**config.mk**
```make
export PLATFORM = sky130hd
export DESIGN_NAME = imem_boot_loader
export DESIGN_NICKNAME = d
export VERILOG_FILES = /design/src/rtl/boot_pkg.sv /design/src/rtl/rv_instr_encoder.sv /design/src/rtl/imem_boot_loader.sv
export SDC_FILE = /design/constraint.sdc
export NUM_CORES = 1
export LEC_CHECK = 0
export CAP_MARGIN = 20
export CORE_MARGIN = 5
export CORE_UTILIZATION = 30
export CTS_BUF_LIST = sky130_fd_sc_hd__clkbuf_8
export DETAILED_ROUTE_END_ITERATION = 6
export GPL_ROUTABILITY_DRIVEN = 0
export PLACE_DENSITY = 0.84
export SLEW_MARGIN = 10
export SYNTH_ARGS = -nofsm -noshare
export SYNTH_HDL_FRONTEND = slang
export SYNTH_SLANG_ARGS = --single-unit
```
**constraint.sdc**
```tcl
create_clock -name clk_i -period 1.82 [get_ports clk_i]
set_clock_uncertainty 0.15 [all_clocks]
set_input_delay 0.273 -clock clk_i [delete_from_list [all_inputs] [get_ports clk_i]]
set_output_delay 0.273 -clock clk_i [all_outputs]
set_load 0.02 [all_outputs]
```
**src/rtl/boot_pkg.sv**
```systemverilog
// Shared constants, ALU function table and FSM state type for the instruction-memory boot loader.
package boot_pkg;

  localparam logic [6:0]  OPC_OPIMM = 7'h13;
  localparam logic [6:0]  OPC_OP    = 7'h33;
  localparam logic [31:0] JAL_SELF  = 32'h0000_006F;

  // Word index width: covers up to N_OPS+2 = 6 words plus the verify compare tail.
  localparam int unsigned IdxW = 3;

  typedef enum logic [2:0] {
    StIdle,
    StLoad,
    StVerify,
    StDone,
    StFail
  } boot_state_e;

  typedef struct packed {
    logic [6:0] funct7;
    logic [2:0] funct3;
  } alu_fn_t;

  function automatic alu_fn_t alu_fn(input logic [2:0] op);
    alu_fn_t fn;
    unique case (op)
      3'b000: fn = '{funct7: 7'h00, funct3: 3'd0};
      3'b001: fn = '{funct7: 7'h20, funct3: 3'd0};
      3'b010: fn = '{funct7: 7'h00, funct3: 3'd7};
      3'b011: fn = '{funct7: 7'h00, funct3: 3'd6};
      3'b100: fn = '{funct7: 7'h00, funct3: 3'd4};
      3'b101: fn = '{funct7: 7'h00, funct3: 3'd1};
      3'b110: fn = '{funct7: 7'h00, funct3: 3'd5};
      3'b111: fn = '{funct7: 7'h00, funct3: 3'd2};
      default: fn = '{funct7: 7'h00, funct3: 3'd0};
    endcase
    return fn;
  endfunction

endpackage

```
**src/rtl/rv_instr_encoder.sv**
```systemverilog
// Combinational generator of the boot program word at a given index:
// N_OPS addi loads, one R-type ALU op, then a jal-to-self.
module rv_instr_encoder
  import boot_pkg::*;
#(
  parameter int unsigned N_OPS = 2,
  parameter int unsigned OP_W  = 8
) (
  input  logic [IdxW-1:0]       idx_i,
  input  logic [N_OPS*OP_W-1:0] ops_i,
  input  logic [2:0]            alu_op_i,
  output logic [31:0]           instr_o
);

  alu_fn_t     fn;
  logic [11:0] imm;
  logic [4:0]  rd;
  logic [4:0]  rs2;

  assign fn  = alu_fn(alu_op_i);
  assign rd  = {2'b00, idx_i} + 5'd1;
  assign rs2 = (N_OPS == 1) ? 5'd1 : 5'd2;

  always_comb begin
    imm = '0;
    for (int k = 0; k < N_OPS; k++) begin
      if (32'(idx_i) == k) imm[OP_W-1:0] = ops_i[k*OP_W +: OP_W];
    end
  end

  always_comb begin
    if (32'(idx_i) < N_OPS) begin
      instr_o = {imm, 5'd0, 3'b000, rd, OPC_OPIMM};
    end else if (32'(idx_i) == N_OPS) begin
      instr_o = {fn.funct7, rs2, 5'd1, fn.funct3, rd, OPC_OP};
    end else begin
      instr_o = JAL_SELF;
    end
  end

endmodule

```
**src/rtl/imem_boot_loader.sv**
```systemverilog
// Writes a generated RV32I boot program into imem over a valid/ready port, then releases the CPU.
// Define IMEM_READBACK_VERIFY_EN to read back and compare each pass, with bounded reloads.
module imem_boot_loader
  import boot_pkg::*;
#(
  parameter int unsigned N_OPS      = 2,
  parameter int unsigned OP_W       = 8,
  parameter logic [31:0] BASE_ADDR  = 32'h0,
  parameter bit          AUTO_START = 1'b1,
  parameter int unsigned MAX_RETRY  = 2
) (
  input  logic                  clk_i,
  input  logic                  rst_i,
  input  logic                  start_i,
  input  logic [N_OPS*OP_W-1:0] ops_i,
  input  logic [2:0]            alu_op_i,
  input  logic                  imem_ready_i,
  output logic                  imem_we_o,
  output logic [31:0]           imem_addr_o,
  output logic [31:0]           imem_wdata_o,
  output logic                  busy_o,
  output logic                  done_o,
  output logic                  cpu_hold_o,
  output logic [31:0]           imem_raddr_o,
  input  logic [31:0]           imem_rdata_i,
  output logic                  verify_err_o
);

  localparam logic [IdxW-1:0] LastIdx = IdxW'(N_OPS + 1);

  boot_state_e           state_q, state_d;
  logic [IdxW-1:0]       idx_q, idx_d;
  logic [N_OPS*OP_W-1:0] ops_q, ops_d;
  logic [2:0]            alu_q, alu_d;
  logic                  auto_q, auto_d;
  logic [IdxW-1:0]       enc_idx;
  logic [31:0]           enc_word;
  logic [31:0]           idx_offset;
  logic                  accept;

  rv_instr_encoder #(
    .N_OPS (N_OPS),
    .OP_W  (OP_W)
  ) u_enc (
    .idx_i    (enc_idx),
    .ops_i    (ops_q),
    .alu_op_i (alu_q),
    .instr_o  (enc_word)
  );

  assign accept = (start_i && (state_q == StIdle || state_q == StDone)) ||
                  (state_q == StIdle && auto_q);
  assign idx_offset = {{(32 - IdxW - 2){1'b0}}, idx_q, 2'b00};

`ifdef IMEM_READBACK_VERIFY_EN
  localparam logic [IdxW-1:0] VerEnd = IdxW'(N_OPS + 2);

  logic [7:0] retry_q, retry_d;
  logic       mm_q, mm_d;
  logic       cur_mm;

  // Read data lags the read address by one cycle, so compare against the previous index.
  assign enc_idx = (state_q == StVerify) ? idx_q - IdxW'(1) : idx_q;
  assign cur_mm  = (idx_q != '0) && (imem_rdata_i != enc_word);
  assign imem_raddr_o = BASE_ADDR + idx_offset;
  assign verify_err_o = (state_q == StFail);
`else
  logic unused_readback;

  assign enc_idx = idx_q;
  assign unused_readback = ^{imem_rdata_i, 32'(MAX_RETRY)};
  assign imem_raddr_o = BASE_ADDR;
  assign verify_err_o = 1'b0;
`endif

  always_ff @(posedge clk_i) begin
    if (rst_i) begin
      state_q <= StIdle;
      idx_q   <= '0;
      ops_q   <= '0;
      alu_q   <= '0;
      auto_q  <= AUTO_START;
`ifdef IMEM_READBACK_VERIFY_EN
      retry_q <= '0;
      mm_q    <= 1'b0;
`endif
    end else begin
      state_q <= state_d;
      idx_q   <= idx_d;
      ops_q   <= ops_d;
      alu_q   <= alu_d;
      auto_q  <= auto_d;
`ifdef IMEM_READBACK_VERIFY_EN
      retry_q <= retry_d;
      mm_q    <= mm_d;
`endif
    end
  end

  always_comb begin
    state_d = state_q;
    idx_d   = idx_q;
    ops_d   = ops_q;
    alu_d   = alu_q;
    auto_d  = auto_q;
`ifdef IMEM_READBACK_VERIFY_EN
    retry_d = retry_q;
    mm_d    = mm_q;
`endif
    if (accept) begin
      state_d = StLoad;
      idx_d   = '0;
      ops_d   = ops_i;
      alu_d   = alu_op_i;
      auto_d  = 1'b0;
`ifdef IMEM_READBACK_VERIFY_EN
      retry_d = '0;
`endif
    end else begin
      unique case (state_q)
        StLoad: begin
          if (imem_ready_i) begin
            if (idx_q == LastIdx) begin
              idx_d = '0;
`ifdef IMEM_READBACK_VERIFY_EN
              state_d = StVerify;
              mm_d    = 1'b0;
`else
              state_d = StDone;
`endif
            end else begin
              idx_d = idx_q + IdxW'(1);
            end
          end
        end
`ifdef IMEM_READBACK_VERIFY_EN
        StVerify: begin
          if (idx_q == VerEnd) begin
            idx_d = '0;
            if (mm_q || cur_mm) begin
              if (32'(retry_q) < MAX_RETRY) begin
                retry_d = retry_q + 8'd1;
                state_d = StLoad;
              end else begin
                state_d = StFail;
              end
            end else begin
              state_d = StDone;
            end
          end else begin
            idx_d = idx_q + IdxW'(1);
            mm_d  = mm_q || cur_mm;
          end
        end
`endif
        default: ;
      endcase
    end
  end

  assign imem_we_o    = (state_q == StLoad);
  assign imem_addr_o  = BASE_ADDR + idx_offset;
  assign imem_wdata_o = imem_we_o ? enc_word : 32'h0;
  assign busy_o       = (state_q == StLoad) || (state_q == StVerify);
  assign done_o       = (state_q == StDone);
  assign cpu_hold_o   = ~done_o;

endmodule

```
==> impl_metrics.env <==
export IMPL_status="finished, violations left"
export IMPL_failed_checks="negative setup slack"
export IMPL_power_share_sequential_pct=37.7
export IMPL_track_usage_pct=11.0
export IMPL_endpoint_kind="register"
export IMPL_clockBufferDepth=2
export IMPL_cts_root_buf="clkbuf_8"
export IMPL_slew_viol_final=0
export IMPL_clk_latency_ns=0.28
export IMPL_drt_pass1_iter_count=4
export IMPL_drv_cap=0
export IMPL_drc=0
export IMPL_p_comb_share_pct=37.4
export IMPL_top_level_ports=156
export IMPL_wire_per_inst_um=12.1
export IMPL_final_instance_count_excl_fill=433
export IMPL_place_inst=414
export IMPL_slowest_stage="dfxtp_2"
export IMPL_switching_share_pct=34.9
export IMPL_grt_overflow=0
export IMPL_antenna_found_initial=0
export IMPL_synth_top_family_by_area="buffers and inverters"
export IMPL_clockPowerShare_pct=24.8
export IMPL_synthToLayoutAreaGrowth_pct=48.5
export IMPL_hold_path_class="reg -> reg"
export IMPL_required_ns=1.87
export IMPL_vias=1793
export IMPL_max_vdd_ir_drop_uv=398
export IMPL_ys_seq_area_share_pct=28.1
export IMPL_worst_hold_slack_ns=0.305
export IMPL_synth_edf_count=0
export IMPL_design_core_area_mm2=0.00676
export IMPL_die_y_um=93.0
export IMPL_p_int_mw=1.24
export IMPL_power_density_mw_per_mm2=622
export IMPL_grt_pass1_vias=1738
export IMPL_slowest_delay_ns=0.36
export IMPL_drive_gt1_share_pct=38.0
export IMPL_clk_pin_slew_ns=0.06
export IMPL_cts_tree="built"
export IMPL_ys_warn_count=0
export IMPL_placed_area_mm2=0.00257
export IMPL_synth_area_mm2=0.00207
export IMPL_diodes=0
export IMPL_p_total_mw=1.91
export IMPL_critPathMaxFanout=2
export IMPL_synth_main_ff_cell="dfxtp_1"
export IMPL_power_switching_mw=0.667
export IMPL_async_flop_share_pct=0
export IMPL_period_share_pct=108
export IMPL_row_count=30
export IMPL_nets=420
export IMPL_final_cell_area_mm2=0.00307
export IMPL_hold_buffers=0
export IMPL_path_class="reg -> reg"
export IMPL_synthSimpleGateAreaFrac_pct=17.7
export IMPL_arrival_ns=2.02
export IMPL_fmax_mhz=509
export IMPL_netlist_instances=271
export IMPL_ys_ff_latch=29
export IMPL_cts_sinks=29
export IMPL_start_util_pct=30.6
export IMPL_vias_per_cell=4.14
export IMPL_synth_cell_types=27
export IMPL_synth_compound_area_share_pct=11.2
export IMPL_grt_pass1_wl_mm=7.71
export IMPL_drtIter0Drc=39
export IMPL_syn_avg_cell_area_um2=7.63
export IMPL_setup_viol=19
export IMPL_yosys_area_share_adder_pct=6.65
export IMPL_synthMuxAreaShare_pct=3.93
export IMPL_post_route_min_period_ns=1.97
export IMPL_start_kind="register"
export IMPL_dpl_hpwl_mm=3.81
export IMPL_cts_buffers=5
export IMPL_io_buffers=52
export IMPL_grt_max_degree=19
export IMPL_crit_top_cell="buf_6"
export IMPL_n_fill_cell=631
export IMPL_routed_wl_mm=5.23
export IMPL_die_area_mm2=0.00865
export IMPL_htreeDepth=2
export IMPL_hold_violations=0
export IMPL_crit_chain="buf_6 > inv_4 > ha_4 > buf_6 > o21a_1 > nand2_2 > a21oi_4 > ha_2 > inv_2 > a211oi_2"
export IMPL_rsz0062_at_grt="yes"
export IMPL_fin_ws_ns=-0.146
export IMPL_synthXorXnorAreaFrac_pct=0
export IMPL_final_antenna_net_count=0
export IMPL_die_x_um=93.0
export IMPL_leakage_nw=1.41
==> critical path: cells and delay by family (launching register included) <==
kind,cells,cell delay (ns)
compound gates,3,0.54
fa+ha+maj,2,0.46
buf+inv,4,0.27
flops,1,0.36
simple gates,1,0.11
==> power groups by stage <==
| stage | combinational, mW | sequential (mW) | clock [mW] |
|---|---|---|---|
| after floorplan | 0.514 | 0.724 | 0 |
| after global placement | 0.559 | 0.725 | 0 |
| after detailed placement | 0.569 | 0.727 | 0 |
| after CTS | 0.633 | 0.716 | 0.481 |
| after global routing | 0.766 | 0.725 | 0.511 |
| final | 0.714 | 0.720 | 0.474 |
==> synthesized netlist by cell type (2+ instances only) <==
library cell / instances / share of area [%]
nor3_1: 6 / 1.5
a31oi_1: 2 / 0.60
mux2i_1: 4 / 1.9
clkbuf_1: 5 / 0.91
nand2_1: 44 / 8.0
buf_2: 2 / 0.48
dfxtp_1: 29 / 28
ha_1: 11 / 6.7
a21oi_1: 30 / 7.3
mux2_4: 2 / 1.5
o21a_1: 2 / 0.73
buf_4: 77 / 28
and2_1: 4 / 1.2
nor2b_1: 4 / 1.2
a211oi_2: 2 / 1.2
nor2_1: 24 / 4.4
inv_1: 13 / 2.4
==> metal layers <==
metal / vias up / global-route usage [%] / part of all wire (%)
li1: 877 / - / -
met2: 85 / 21.1 / 51
met5: - / 0 / 0
met4: 0 / 4.03 / 1.9
met1: 819 / 11.4 / 39
met3: 12 / 2.82 / 7.7
==> cells in the final DEF (no fill, tap or decap), drive strengths merged <==
cell,count
nand2,45
dfxtp,29
o21a,2
a21o,1
and3,1
clkinv,1
nor3b,1
a31oi,2
nor3,6
ha,11
nor2b,4
and2,4
a21oi,30
clkdlybuf4s50,22
nand2b,1
buf,61
conb,71
o21ai,2
inv,13
a211oi,2
mux2i,4
dlygate4sd2,6
mux2,3
clkbuf,7
nor2,24
==> worst paths after layout <==
check | from | to | slack (ns) | cells after the start
worst max-delay path | state_q[0] | u_enc.fn[1] | -0.15 | 10
worst min-delay path | ops_q[4] | ops_q[4] | 0.30 | 2
worst max register to register | state_q[0] | u_enc.fn[1] | -0.15 | 10
worst min register to register | ops_q[4] | ops_q[4] | 0.30 | 2
==> registers in the layout, summed over array words and instances, names as in the netlist <==
name and cells:
state_q 2, enc_idx 3, alu_q 3, auto_q 1, ops_q 16, u_enc.fn 4
==> repair_timing <==
item	CTS	global route
hold endpoints to repair	0	0
endpoints found under the setup margin	31	37
cloned	1	0
gates resized for setup	178	52
setup buffers	11	6
pin swaps	24	16
==> stage by stage <==
| stage | setup slack (ns) | setup TNS, ns | utilization, % |
|---|---|---|---|
| 6_report | -0.146 | -0.988 | 45.4 |
| 3_5_place_dp | -0.336 | -6.48 | 38.0 |
| 3_3_place_gp | -0.320 | -5.81 | 38.0 |
| 4_1_cts | -0.146 | -0.875 | 42.5 |
| 2_1_floorplan | 0.000955 | 0 | - |
| 5_1_grt | -0.236 | -2.86 | 45.4 |
==> final cells by class <==
class / count / area [um^2] / area share, %
multi-input combinational: 214 / 1370 / 44.6
timing repair buffer: 91 / 880 / 28.6
sequential: 29 / 591 / 19.2
tap: 80 / 100 / 3.26
clock buffer: 5 / 68.8 / 2.24
inverter: 13 / 56.3 / 1.83
clock inverter: 1 / 5.00 / 0.163
==> kinds of logic (layout without fill, tap and decap cells) <==
kind of cell | after synthesis | in the layout
AO/OA/AOI/OAI | 39 | 39
adder cells (fa/ha/maj) | 11 | 11
buffers and inverters | 98 | 110
flip-flops | 29 | 29
multiplexers | 7 | 7
other | 1 | 71
AND/OR/NAND/NOR | 86 | 86
Power figures use the tool's default switching activity.
